[src/rtl/dmem_lsu.sv]
// Load/store unit bridging the core data port to a word-wide synchronous RAM.
// Sub-word stores are done as read-modify-write because the RAM has no byte enables.
module dmem_lsu #(
    parameter  int unsigned DATA_SIZE = 1024,
    localparam int unsigned ADDR_W    = $clog2(DATA_SIZE)
) (
    input  logic              CLK,
    input  logic              RESET_N,
    input  logic              req_valid,
    output logic              req_ready,
    input  logic              req_we,
    input  logic [2:0]        req_funct3,
    input  logic [31:0]       req_addr,
    input  logic [31:0]       req_wdata,
    output logic              resp_valid,
    output logic [31:0]       resp_rdata,
    output logic              resp_err,
    output logic [ADDR_W-1:0] ram_address,
    output logic [31:0]       ram_data,
    output logic              ram_wren,
    output logic              ram_rden,
    input  logic [31:0]       ram_q
);

    localparam int unsigned LAT_AW = ADDR_W + 2;

    typedef enum logic [2:0] {
        S_IDLE,
        S_RD,
        S_CAP,
        S_WR,
        S_DONE
    } state_t;

    state_t              r_state;
    state_t              w_next_state;
    logic                r_we;
    logic [2:0]          r_funct3;
    logic [LAT_AW-1:0]   r_addr;
    logic [15:0]         r_wdata;
    logic [31:0]         r_resp_rdata;
    logic                r_resp_err;
    logic [31:0]         r_ram_data;

    logic                w_accept;
    logic                w_dec_err;
    logic                w_dec_sw;
    logic [7:0]          w_byte;
    logic [15:0]         w_half;
    logic [31:0]         w_load_data;
    logic [31:0]         w_merge;
    logic                w_unused_addr;

    // Address bits above the RAM range alias and are deliberately dropped.
    assign w_unused_addr = ^req_addr[31:LAT_AW];

    assign w_accept = req_valid && (r_state == S_IDLE);
    assign w_dec_sw = req_we && (req_funct3 == 3'b010);

    // Illegal funct3 or misaligned access, decided from the live request.
    always_comb begin
        w_dec_err = 1'b0;
        case (req_funct3)
            3'b000:         w_dec_err = 1'b0;
            3'b001:         w_dec_err = req_addr[0];
            3'b010:         w_dec_err = |req_addr[1:0];
            3'b100, 3'b101: w_dec_err = req_we || (req_funct3[0] && req_addr[0]);
            default:        w_dec_err = 1'b1;
        endcase
    end

    always_comb begin
        w_next_state = r_state;
        case (r_state)
            S_IDLE: begin
                if (w_accept) begin
                    if (w_dec_err)     w_next_state = S_DONE;
                    else if (w_dec_sw) w_next_state = S_WR;
                    else               w_next_state = S_RD;
                end
            end
            S_RD:    w_next_state = S_CAP;
            S_CAP:   w_next_state = r_we ? S_WR : S_DONE;
            S_WR:    w_next_state = S_DONE;
            S_DONE:  w_next_state = S_IDLE;
            default: w_next_state = S_IDLE;
        endcase
    end

    always_ff @(posedge CLK) begin
        if (!RESET_N) r_state <= S_IDLE;
        else          r_state <= w_next_state;
    end

    // Little-endian lane selection and extension / merge of the RAM word.
    always_comb begin
        w_byte = ram_q[7:0];
        case (r_addr[1:0])
            2'd0: w_byte = ram_q[7:0];
            2'd1: w_byte = ram_q[15:8];
            2'd2: w_byte = ram_q[23:16];
            2'd3: w_byte = ram_q[31:24];
            default: w_byte = ram_q[7:0];
        endcase
        w_half = r_addr[1] ? ram_q[31:16] : ram_q[15:0];

        w_load_data = ram_q;
        case (r_funct3)
            3'b000:  w_load_data = {{24{w_byte[7]}}, w_byte};
            3'b001:  w_load_data = {{16{w_half[15]}}, w_half};
            3'b100:  w_load_data = {24'd0, w_byte};
            3'b101:  w_load_data = {16'd0, w_half};
            default: w_load_data = ram_q;
        endcase

        w_merge = ram_q;
        if (r_funct3[0]) begin
            if (r_addr[1]) w_merge[31:16] = r_wdata;
            else           w_merge[15:0]  = r_wdata;
        end else begin
            case (r_addr[1:0])
                2'd0: w_merge[7:0]   = r_wdata[7:0];
                2'd1: w_merge[15:8]  = r_wdata[7:0];
                2'd2: w_merge[23:16] = r_wdata[7:0];
                2'd3: w_merge[31:24] = r_wdata[7:0];
                default: w_merge = ram_q;
            endcase
        end
    end

    always_ff @(posedge CLK) begin
        if (!RESET_N) begin
            r_we         <= 1'b0;
            r_funct3     <= 3'd0;
            r_addr       <= '0;
            r_wdata      <= 16'd0;
            r_resp_rdata <= 32'd0;
            r_resp_err   <= 1'b0;
            r_ram_data   <= 32'd0;
        end else begin
            if (w_accept) begin
                r_we         <= req_we;
                r_funct3     <= req_funct3;
                r_addr       <= req_addr[LAT_AW-1:0];
                r_wdata      <= req_wdata[15:0];
                r_resp_rdata <= 32'd0;
                r_resp_err   <= w_dec_err;
                if (w_dec_sw && !w_dec_err) r_ram_data <= req_wdata;
            end
            if (r_state == S_CAP) begin
                if (r_we) r_ram_data   <= w_merge;
                else      r_resp_rdata <= w_load_data;
            end
        end
    end

    assign req_ready   = (r_state == S_IDLE);
    assign resp_valid  = (r_state == S_DONE);
    assign ram_rden    = (r_state == S_RD);
    assign ram_wren    = (r_state == S_WR);
    assign resp_rdata  = r_resp_rdata;
    assign resp_err    = r_resp_err;
    assign ram_address = r_addr[LAT_AW-1:2];
    assign ram_data    = r_ram_data;

endmodule

[config.mk]
export PLATFORM = sky130hd
export DESIGN_NAME = dmem_lsu
export DESIGN_NICKNAME = d
export VERILOG_FILES = /design/src/rtl/dmem_lsu.sv
export SDC_FILE = /design/constraint.sdc
export NUM_CORES = 1
export LEC_CHECK = 0
export CAP_MARGIN = 20
export CELL_PAD_IN_SITES_DETAIL_PLACEMENT = 2
export CELL_PAD_IN_SITES_GLOBAL_PLACEMENT = 2
export CORE_AREA = 2 2 144 146
export DETAILED_ROUTE_END_ITERATION = 10
export DIE_AREA = 0 0 146 148
export GPL_ROUTABILITY_DRIVEN = 0
export HOLD_SLACK_MARGIN = 0.08
export PLACE_DENSITY_LB_ADDON = 0.1
export SLEW_MARGIN = 20
export SYNTH_ARGS = -nofsm -noshare
export SYNTH_HDL_FRONTEND = slang
export SYNTH_SLANG_ARGS = --single-unit
export TNS_END_PERCENT = 10
[constraint.sdc]
create_clock -name CLK -period 2.2 [get_ports CLK]
set_input_delay 0.66 -clock CLK [delete_from_list [all_inputs] [get_ports CLK]]
set_output_delay 0.66 -clock CLK [all_outputs]
set_load 0.005 [all_outputs]
### Word-level counts from Yosys, hierarchy flattened

Index checks and enable logic that the tools add are counted.

* equal/unequal tests: 15
* mux-type cells: 23
* reduce and logical (&&, ||, !) cells: 12

Operator list (count)
* 2-to-1 mux 32 bit: 8
* case mux 32 bit (4 select lines): 1
* 2-to-1 mux 16 bit: 3
* 2-to-1 mux 8 bit: 4
* case mux 8 bit (4 select lines): 1
* == test 3 bit (second input constant): 5
* case mux 3 bit (4 select lines): 1
* == test 3 x 1 -> 1 bit (second input constant): 3
* == test 3 x 2 -> 1 bit (second input constant): 3
* zero test 3 bit: 3
* 2-to-1 mux 3 bit: 3
* == test 2 bit (second input constant): 2
* logical AND 1 bit: 4
* case mux 1 bit (4 select lines): 1
* OR reduction 2 bit: 2
* == test 2 x 1 -> 1 bit (second input constant): 1
* zero test 2 bit: 1
* 2-to-1 mux 2 bit: 1
* inequality test 2 x 1 -> 1 bit (second input constant): 1
* zero test 1 bit: 1
* logical OR 1 bit: 1

* register bits after elaboration: 100
* input bits: 103
* output and inout bits: 79
* logic and storage cells: 58

### Depth between registers and ports, before layout

* depth after elaboration: 9
* mapped depth: 7
* gate-level depth less buffers: 4

### Worst setup path after synthesis

OpenSTA, ideal clock, no wires.

* path type: input to register
* start point: input port req_addr[0]
* end point: register r_ram_data[20] (netlist: ram_data[20])
* library setup time: 91 ps
* arrival time: 1860 ps
* data required time: 2109 ps
* slack: 249 ps
* cell stages on the path: 6
* path buffers: 2
* cell sequence: nor4_1 -> and3_1 -> buf_2 -> buf_6 -> nand2_1 -> a311oi_1

* longest elaborated chain between the ends: 9
* elaborated cells on any way between the ends: 10
* classes of those cells: 5 x mux; 5 x reduce/logical

RTL lines
* start, declared: RTL line 13 `input logic [31:0] req_addr,`
* logical AND 1 bit: RTL line 67 `3'b100, 3'b101: w_dec_err = req_we || (req_funct3[0] && req_addr[0]);`
* logical OR 1 bit: RTL line 67
* case mux 1 bit (4 select lines) (*): RTL line 63 `case (req_funct3)`
* zero test 1 bit (*): RTL line 148 `if (w_dec_sw && !w_dec_err) r_ram_data <= req_wdata;`
* logical AND 1 bit (*): RTL line 148
* 2-to-1 mux 32 bit (*): RTL line 148
* 2-to-1 mux 32 bit (*): RTL line 141 `if (w_accept) begin`
* 2-to-1 mux 32 bit: RTL line 151 `if (r_we) r_ram_data <= w_merge;`
* 2-to-1 mux 32 bit (*): RTL line 150 `if (r_state == S_CAP) begin`
* end signal, assigned: RTL line 148
* end signal, assigned: RTL line 151
* end, declared: RTL line 43 `logic [31:0] r_ram_data;`

Every way passes the cells marked *; elsewhere a longest branch is shown, timed or not.
A chain may end at the register's enable or synchronous reset.

### Worst setup path after layout

* start point: register r_state[0]
* end point: output port ram_rden

* longest elaborated chain between the ends: 1

RTL lines
* start, declared: RTL line 35 `state_t r_state;`
* start signal, assigned: RTL line 92 `else r_state <= w_next_state;`
* == test 3 x 1 -> 1 bit: RTL line 159 `assign ram_rden = (r_state == S_RD);`
* end, declared: RTL line 21 `output logic ram_rden,`

No other way between the ends.

==> results.py <==
metrics = {
    "timing": {
        "grt_setup_unrepaired": "true",
        "tightestPinTransition_ns": 0.744,
        "fmax_ghz": 0.457,
        "slew_viol_final": 0,
        "timing.hold.ws_ns": 0.463,
        "period_minus_slack_ns": 2.19,
        "maxSlewHeadroom_pct": 50.3,
        "final-setup-viol-count": 0,
        "min_period_over_period_pct": 99.4,
        "clock_skew_ns": 0.0114,
        "hold_violations": 0,
    },
    "power_and_ir_drop": {
        "p_seq_share_pct": 43.1,
        "p_clk_share_pct": 37.5,
        "powerDensity_nw_per_um2": 615,
        "ir_worst_vdd_v": 0.000379,
        "finalPower_w": 0.00452,
        "netSwitchingFraction_pct": 29.1,
        "p_leak_nw": 2.62,
        "intPower_w": 0.00320,
        "switchingPower_w": 0.00132,
        "combPwrFrac_pct": 19.5,
    },
    "finish": {
        "fill_cells": 2267,
        "final_common_cell": "clkdlybuf4s50_1",
        "fin_area_sq_um": 7340,
        "mostFrequentLayoutCells": "clkdlybuf4s50_1 (160), nand2_1 (131), dfxtp_1 (97)",
        "area_delta_synth_final_pct": 48.1,
        "finalNetCount": 881,
        "antenna_cells": 0,
        "layout-drive-gt1-share_pct": 10.9,
    },
    "synthesis": {
        "ys_dominant_reg_cell": "dfxtp_1",
        "yosysWarnings": 0,
        "yosysUniqueCellTypes": 46,
        "post-synth-top-area-fraction_pct": 40.4,
        "ys_ff_latch": 100,
        "syn_inst": 629,
        "synth_edf_count": 0,
        "async_flop_share_pct": 0,
        "ys_top_cells_by_area": "dfxtp_1 (40%), nand2_1 (10%), a21oi_1 (7.4%), a211oi_1 (4.7%), a221oi_1 (4.6%)",
        "yosys.area.top_type": "dfxtp_1",
        "syn_area_sq_um": 4960,
        "syn_nets": 732,
        "ys_seq_area_share_pct": 40.4,
        "synth.avg_cell_area_sq_um": 7.88,
    },
    "drt": {
        "drtAntennaViolNets": 0,
        "via_per_inst": 5.15,
        "num_vias": 5415,
        "wl_per_cell_um": 21.0,
        "wl_mm": 22.1,
        "dr.pass1.iters": 4,
        "drc": 0,
        "drt_iter0_drc": 199,
    },
    "clock_network": {
        "cts_tree": "yes",
        "cts_max_level": 3,
        "clockRootBuffer": "clkbuf_16",
        "cts_resized": 5,
        "postCtsSetupBuffers": 0,
        "numCtsBuffers": 9,
        "clock_path_buffers": 2,
        "cts.sinks": 100,
        "ctsHoldBuffers": 0,
        "path_clk_slew_ns": 0.07,
        "clkLatencyLatePin_ns": 0.36,
    },
    "global_route": {
        "antenna_found_initial": 0,
        "grt_max_degree": 38,
        "grt_pass1_vias": 5906,
        "track_usage_pct": 20.6,
        "globalRouteOverflowTotal": 0,
        "grt_pass1_wl_mm": 34.7,
    },
    "place": {
        "port_buffers": 161,
        "dpl_cell_area_sq_um": 7020,
        "dp_hpwl_mm": 17.0,
    },
    "floorplanning": {
        "fp.dieH_um": 148,
        "initial_core_util_pct": 24.7,
        "row_count": 52,
        "die_w_um": 146,
        "core_sq_um": 20000,
        "die-area_sq_um": 21600,
        "ioPinCount": 182,
    },
    "critical_path": {
        "startpoint_type": "flop",
        "critical_path_arrival_ns": 1.53,
        "endpoint_kind": "output port",
        "required_ns": 1.54,
        "critPathKind": "reg -> out",
        "worst-path-max-fanout": 5,
    },
    "flow_run": {
        "maxCapViolCount": 0,
    },
    "run_status": {
        "status": "finished clean",
    },
    "min_path": {
        "hold_path.class": "reg -> reg",
    },
}
==> worst max-delay path, stage by stage (launching register included) <==
cell,delay [ns]
dfxtp_2,0.41
nor3b_2,0.22
clkdlybuf4s50_1,0.54
==> sequential cells by signal, summed over array words and instances (netlist names) <==
signal and flops:
ram_data 32, resp_rdata 32, r_wdata 16, r_addr 12, r_funct3 3, r_state 3, r_we 1, resp_err 1
==> area by class of cell <==
type                            instances  area, sq um  share of cell area, %
Inverter                                9         33.8                  0.460
Clock buffer                           10          239                   3.25
Sequential cell                       100         2010                   27.3
Multi-Input combinational cell        448         2610                   35.6
Clock inverter                          5         61.3                  0.835
Timing Repair Buffer                  210         2050                   28.0
Tap cell                              270          338                   4.60
==> power by group through the flow <==
stage               sequential [W]  combinational, W  clock (W)
floorplan                  0.00195          0.000423          0
global placement           0.00198          0.000853          0
finish                     0.00195          0.000879    0.00169
detailed placement         0.00199          0.000880          0
CTS                        0.00194          0.000887    0.00174
global route               0.00195          0.000964    0.00181
==> per-layer routing <==
metal,GRT usage (%),routed length [um]
met1,26.4,10100
met4,5.44,290
met2,35.8,10700
met5,0,0
met3,3.70,955
==> final timing paths <==
check                                from                        to  slack, ns  cells past startpoint
setup / recovery  r_state[0]$_SDFFE_PN0P_                  ram_rden       0.01                      2
hold / removal      resp_err$_SDFFE_PN0P_     resp_err$_SDFFE_PN0P_       0.46                      2
setup reg to reg  r_state[2]$_SDFFE_PN0P_  resp_rdata[3]$_SDFF_PN0_       0.28                      5
hold reg to reg     resp_err$_SDFFE_PN0P_     resp_err$_SDFFE_PN0P_       0.46                      2
==> metrics by stage <==
step,cells,TNS (ns),worst slack (ns),util (%)
floorplan,629,0,0.249,-
global placement,1037,-4.21,-0.189,35.1
detailed placement,1037,-5.22,-0.212,35.1
CTS,1052,-0.0155,-0.00802,36.6
global route,1052,-0.0330,-0.0330,36.6
finish,1052,0,0.0125,36.6
==> logic make-up (layout without fill, tap and decap cells) <==
logic type | Yosys count | count (layout) | share of synthesized area, %
flops | 100 | 100 | 40.4
mux | 16 | 16 | 3.36
compound gates | 194 | 194 | 26.0
simple gates | 238 | 238 | 22.8
buf+inv | 81 | 234 | 7.40
==> Yosys cell counts (2+ instances only) <==
library cell  instances
nand2_1             132
dfxtp_1             100
a21oi_1              73
clkbuf_1             46
nor3_1               36
a211oi_1             31
a221oi_1             26
and3_1               20
nor4_1               16
o21ai_0              15
buf_2                11
buf_4                11
mux2i_1              11
a31oi_1               9
inv_1                 9
a311oi_1              8
a22o_1                7
a32oi_1               6
nand3_1               6
nor2_1                6
nor2b_1               6
mux2_2                5
o31ai_1               5
a21o_1                3
and2_1                3
buf_1                 3
a211o_1               2
a22oi_1               2
nand2b_1              2
nor3b_1               2
or2_2                 2
(Power assumes the default switching activity.)
